$ cat src/rtl/seq_mult_ctrl.sv
// Sequential signed shift-add multiplier controller driving an external 2N-bit adder ALU.
// Magnitudes are multiplied unsigned, then the sign is applied through one extra ALU pass.
//
// state   | meaning
// st_idle | waiting for start; ALU operands forced to zero
// st_calc | N shift-add iterations, acc += mcand when mplier lsb is set
// st_fix  | two's-complement sign fix of acc, result captured into product
// st_done | one-cycle done pulse
module seq_mult_ctrl #(
  parameter int N = 8
) (
  input  logic           clk,
  input  logic           rst_n,
  input  logic           start,
  input  logic [N-1:0]   op_a,
  input  logic [N-1:0]   op_b,
  output logic [2*N-1:0] alu_a,
  output logic [2*N-1:0] alu_p,
  input  logic [2*N-1:0] alu_result,
  output logic           busy,
  output logic           done,
  output logic [2*N-1:0] product
);

  localparam int W  = 2 * N;
  localparam int CW = $clog2(N + 1);
  localparam logic [N-1:0]  one_n    = 1;
  localparam logic [W-1:0]  one_w    = 1;
  localparam logic [CW-1:0] cnt_one  = 1;
  localparam logic [CW-1:0] cnt_last = CW'(N - 1);

  typedef enum logic [1:0] {st_idle, st_calc, st_fix, st_done} state_t;

  state_t         state, state_nx;
  logic [W-1:0]   acc, mcand;
  logic [N-1:0]   mplier;
  logic [CW-1:0]  cnt;
  logic           sign;
  logic [N-1:0]   abs_a, abs_b;

  // the most negative operand maps to 2^(N-1), which still fits unsigned
  assign abs_a = op_a[N-1] ? (~op_a + one_n) : op_a;
  assign abs_b = op_b[N-1] ? (~op_b + one_n) : op_b;

  always_ff @(posedge clk or negedge rst_n) begin
    if (!rst_n) state <= st_idle;
    else        state <= state_nx;
  end

  always_comb begin
    state_nx = state;
    alu_a    = '0;
    alu_p    = '0;
    busy     = 1'b0;
    done     = 1'b0;
    case (state)
      st_idle: if (start) state_nx = st_calc;
      st_calc: begin
        busy  = 1'b1;
        alu_a = acc;
        alu_p = mcand;
        if (cnt == cnt_last) state_nx = st_fix;
      end
      st_fix: begin
        busy     = 1'b1;
        alu_a    = sign ? ~acc : acc;
        alu_p    = sign ? one_w : '0;
        state_nx = st_done;
      end
      st_done: begin
        busy     = 1'b1;
        done     = 1'b1;
        state_nx = st_idle;
      end
      default: state_nx = st_idle;
    endcase
  end

  always_ff @(posedge clk or negedge rst_n) begin
    if (!rst_n) begin
      acc     <= '0;
      mcand   <= '0;
      mplier  <= '0;
      cnt     <= '0;
      sign    <= 1'b0;
      product <= '0;
    end else begin
      case (state)
        st_idle: if (start) begin
          sign    <= op_a[N-1] ^ op_b[N-1];
          mcand   <= {{N{1'b0}}, abs_a};
          mplier  <= abs_b;
          acc     <= '0;
          cnt     <= '0;
          product <= '0;
        end
        st_calc: begin
          if (mplier[0]) acc <= alu_result;
          mcand  <= mcand << 1;
          mplier <= mplier >> 1;
          cnt    <= cnt + cnt_one;
        end
        st_fix:  product <= alu_result;
        default: ;
      endcase
    end
  end

endmodule

$ cat config.mk
export PLATFORM = sky130hd
export DESIGN_NAME = seq_mult_ctrl
export DESIGN_NICKNAME = d
export VERILOG_FILES = /design/src/rtl/seq_mult_ctrl.sv
export SDC_FILE = /design/constraint.sdc
export NUM_CORES = 1
export LEC_CHECK = 0
export ABC_AREA = 1
export BUFFER_PORTS_ARGS = -buffer_cell sky130_fd_sc_hd__buf_4
export CORE_ASPECT_RATIO = 2
export CORE_MARGIN = 5
export CORE_UTILIZATION = 53
export CTS_CLUSTER_SIZE = 30
export DETAILED_ROUTE_END_ITERATION = 12
export GPL_TIMING_DRIVEN = 0
export PLACE_DENSITY = 0.82
export SLEW_MARGIN = 10
export SYNTH_ARGS = -nofsm -noshare
export SYNTH_HDL_FRONTEND = slang
export SYNTH_SLANG_ARGS = --single-unit
$ cat constraint.sdc
create_clock -name clk -period 2.25 [get_ports clk]
set_clock_uncertainty 0.2 [all_clocks]
set_input_delay 0.225 -clock clk [delete_from_list [all_inputs] [get_ports clk]]
set_output_delay 0.225 -clock clk [all_outputs]
set_load 0.02 [all_outputs]
# --- Yosys cells after proc, flatten, opt, wreduce, memory -nomap -nowiden ---
# Index checks and enable logic that the tools add are counted.
totals:
  reg_bits: 63
  output_inout_bits: 50
  word_cells: 51
classes:
  add_sub_neg: 3
  eq_ne: 7
  mux: 21
  n_bitwise: 4
  n_reduce_logical: 9
ops:
  columns: ["op", "n"]
  rows:
  - ["one-hot mux 16 bit (2 select lines)", 5]
  - ["2-to-1 mux 16 bit", 4]
  - ["2-to-1 mux 8 bit", 3]
  - ["adder 8 x 1 -> 8 bit (second input constant)", 2]
  - ["inverter 16 bit", 1]
  - ["inverter 8 bit", 2]
  - ["one-hot mux 8 bit (2 select lines)", 1]
  - ["one-hot mux 2 bit (4 select lines)", 1]
  - ["one-hot mux 4 bit (2 select lines)", 1]
  - ["AND reduction 2 bit", 4]
  - ["!= test 2 bit (second input constant)", 3]
  - ["adder 4 x 1 -> 4 bit (second input constant)", 1]
  - ["equality test 2 bit (second input constant)", 2]
  - ["equality test 4 x 3 -> 1 bit (second input constant)", 1]
  - ["2-to-1 mux 2 bit", 2]
  - ["2-to-1 mux 4 bit", 1]
  - ["nonzero test 2 bit", 2]
  - ["2-to-1 mux 1 bit", 3]
  - ["AND reduction 3 bit", 1]
  - ["OR reduction 3 bit", 1]
  - ["equality test 2 x 1 -> 1 bit (second input constant)", 1]
  - ["logical NOT 2 bit", 1]
  - ["XOR 1 bit", 1]

# --- Depth between registers and ports, before layout ---
logic_depth:
  ltp_word: 5
  depth_mapped: 9
  mapped_depth_nobuf: 9

# --- Worst setup path before layout ---
# OpenSTA, ideal clock, no wires.
synth_path:
  path_kind: "register to output"
  from: "register state[0]"
  to: "output port alu_p[0]"
  t_arrival_ns: 1.539
  required_ns: 1.825
  path_slack_ns: 0.286
  stages_incl_launch_ff: 7
  path_cell_list: "dfrtp_1 > inv_1 > ha_1 > buf_2 > nand2_1 > clkbuf_1 > a21oi_1"
synth_between:
  elab_chain_len: 2
  word_cells_on_any_way: 3
synth_lines:
  columns: ["element", "line", "source"]
  rows:
  - ["start, declared", "34", "state_t state, state_nx;"]
  - ["start signal, assigned", "46", "if (!rst_n) state <= st_idle;"]
  - ["start signal, assigned", "47", "else state <= state_nx;"]
  - ["equality test 2 bit / equality test 2 x 1 -> 1 bit (equally long branches)", "56", "case (state)"]
  - ["one-hot mux 16 bit (2 select lines) *", "56", null]
  - ["end, declared", "18", "output logic [2*N-1:0] alu_p,"]
# Mark *: on every way between the ends. The rest lies on a longest branch, timed or not.

# --- Worst setup path after layout ---
layout_path:
  from: "register state[0]"
  to: "output port alu_a[3]"
layout_between:
  elab_chain_len: 2
  word_cells_on_any_way: 3
layout_lines:
  columns: ["element", "line", "source"]
  rows:
  - ["equality test 2 bit / equality test 2 x 1 -> 1 bit (equally long branches)", "56", null]
  - ["one-hot mux 16 bit (2 select lines) *", "56", null]
  - ["end, declared", "17", "output logic [2*N-1:0] alu_a,"]
# Marks and branches as above.

==> impl_metrics.tcl <==
set metrics [dict create \
    setup_viol 19 \
    gp_congestion 0.8667 \
    yosysSeqAreaShare_pct 47.01 \
    dp_cells 614 \
    max_freq_ghz 0.4185 \
    syn-num-nets 488 \
    coreArea_sq_mm 0.006259 \
    rsz0062_at_grt "yes" \
    synth_cells 445 \
    fin_area_sq_mm 0.005006 \
    p_total_mw 7.947 \
    max-cap-violations 0 \
    layout_common_cells "buf_4 (81), inv_1 (78), nand2_1 (69), dfrtp_1 (62), nand3_1 (53)" \
    worst_slack_ns -0.1395 \
    p_seq_share_pct 23.8 \
    drive_gt1_share_pct 28.80 \
    die_y_um 122.5 \
    status "finished with violations" \
    dp_hpwl_mm 6.756 \
    die-width_um 66.25 \
    track_usage_pct 26.06 \
    p_leak_nw 2.583 \
    route.vias.total 3727 \
    fin_crit_sh_pct 106.2 \
    layout_commonest_cell "buf_4" \
    power.internal_mw 4.272 \
    cts.sinks 63 \
    maxSlewViolCount 0 \
    dr.pass1.iters 5 \
    post-place-ws_ns -0.2133 \
    floorplan.initialDensity_pct 53.58 \
    grt_overflow_total 0 \
    slew-limit-headroom_pct 45.27 \
    wl_per_cell_um 17.99 \
    ant_nets 0 \
    clkLatencyLatePin_ns 0.33 \
    cts_tree "yes" \
    post-route-drc-count 0 \
    num_rows 41 \
    ys_seq_elements 63 \
    yosys_warnings 0 \
    area_growth_pct 49.29 \
    h-tree-depth 3 \
    setup_tns_ns -1.389 \
    power.density_mw_per_mm2 1588 \
    failed_checks "setup timing" \
    ir_drop_mv 0.8510 \
    final_core_util_pct 79.99 \
    drt-total-wl_mm 11.86 \
    placed_area_sq_mm 0.004084 \
    antenna-diode-count 0 \
    holdWs_ns 0.01071 \
    critPathMaxFanout 6 \
    switching_share_pct 46.25 \
    tightestPinTransition_ns 0.8210 \
    nNetsFinal 611 \
    grt_pass1_wl_mm 16.22 \
    grt_pass1_vias 3563 \
    p_comb_share_pct 58.1 \
    hold_viol 0 \
    critPathKind "reg -> out" \
    syn_avg_cell_area_sq_um 7.535 \
    io_pins 85 \
    viasPerCell 5.656 \
    grt_max_degree 64 \
    syn_area_sq_mm 0.003353 \
    synth_cell_type_count 26 \
    finalCriticalPeriod_ns 2.390 \
    instances_no_fill 659 \
    crit_arrival_ns 1.96 \
    hp-class "in -> reg" \
    dieArea_sq_mm 0.008114 \
    endpoint_kind "output pin" \
    cts-root-buf "clkbuf_16" \
    antenna_found_initial 0 \
    cp-start-kind "flip-flop" \
    portBuffers 83 \
    cts_buffers 9 \
    power_switching_mw 3.676 \
    dr.first_iter.drc_count 431 \
    worstPathRequired_ns 1.82 \
    p_clk_share_pct 18.1 \
    clock_path_buffers 2 \
    clk_pin_slew_ns 0.05 \
]
-- per-layer routing --
| metal | global-route usage (%) | routed length [um] | vias to the layer above |
|---|---|---|---|
| met3 | 5.037 | 760 | 54 |
| met4 | 15.14 | 718 | 0 |
| met5 | 0 | 0 | - |
| met1 | 26.40 | 4107 | 1776 |
| li1 | - | - | 1672 |
| met2 | 47.67 | 6271 | 225 |
-- cells in the mapped netlist (all sizes together) --
cell type	number	share of area [%]
buf	9	1.4
dfrtp	63	47
nor2	27	3.2
or2	1	0.19
nor3	2	0.30
a21oi	27	4.0
a31oi	2	0.37
a21o	2	0.45
nand2	71	7.9
o211ai	3	0.67
xor2	1	0.26
o21ai	75	12
nand3	53	7.9
clkinv	1	0.11
o32ai	1	0.26
ha	8	3.0
clkbuf	13	1.5
xnor2	1	0.26
a211oi	1	0.22
inv	84	9.4
-- power by group through the flow --
stage	clock network, mW	logic [mW]	registers (mW)
final	1.44	4.62	1.89
after detailed placement	0	3.37	1.83
after CTS	1.43	3.78	1.83
after global placement	0	3.28	1.81
after global routing	1.50	4.90	1.92
after floorplan	0	2.04	1.93
-- critical path, cell delays in order, from the launching register on --
cell	delay, ns
dfrtp_1	0.42
inv_2	0.13
ha_4	0.14
buf_6	0.14
inv_4	0.05
o21ai_4	0.24
buf_6	0.20
o21ai_1	0.09
inv_1	0.09
buf_6	0.12
-- state kept, by name, summed over array words and instances, names as in the netlist --
register	flops
state	2
product	16
mplier	8
mcand	16
acc	16
cnt	4
sign	1
-- cells by family after synthesis --
family | after synthesis | synth area share, %
AO/OA/AOI/OAI | 111 | 17.54
XOR/XNOR | 2 | 0.5225
adder cells (fa/ha/maj) | 8 | 2.985
buffers and inverters | 107 | 12.35
flip-flops | 63 | 47.01
AND/OR/NAND/NOR | 154 | 19.59
-- cell type report --
class / instances / area, sq um
buffer: 22 / 153.9
timing repair buffer: 112 / 972.2
inverter: 85 / 326.6
sequential: 63 / 1578
tap: 86 / 107.6
clock inverter: 3 / 40.04
clock buffer: 13 / 270.3
fill: 384 / 1252
multi-input combinational: 275 / 1558
-- what timing repair did --
item | 4_1_cts | 5_1_grt
resized for setup | 46 | 64
setup endpoints to repair | 24 | 61
hold endpoints to repair | 92 | 0
hold buffers | 17 | 0
pin swaps | 1 | 3
buffers inserted | 5 | 5
gates cloned | 1 | 1
-- final timing paths --
| path | cells past startpoint | slack, ns | endpoint | start |
|---|---|---|---|---|
| min in group asynchronous | 2 | 0.32 | product[0] | rst_n |
| min | 4 | 0.01 | mplier[7] | op_b[5] |
| max reg2reg | 7 | -0.09 | product[9] | state[0] |
| max | 9 | -0.14 | alu_a[3] | state[0] |
| max in group asynchronous | 2 | 0.94 | state[1] | rst_n |
| min reg2reg | 2 | 0.28 | mplier[2] | mplier[2] |
Note: power is estimated with default switching activity, not from simulation.
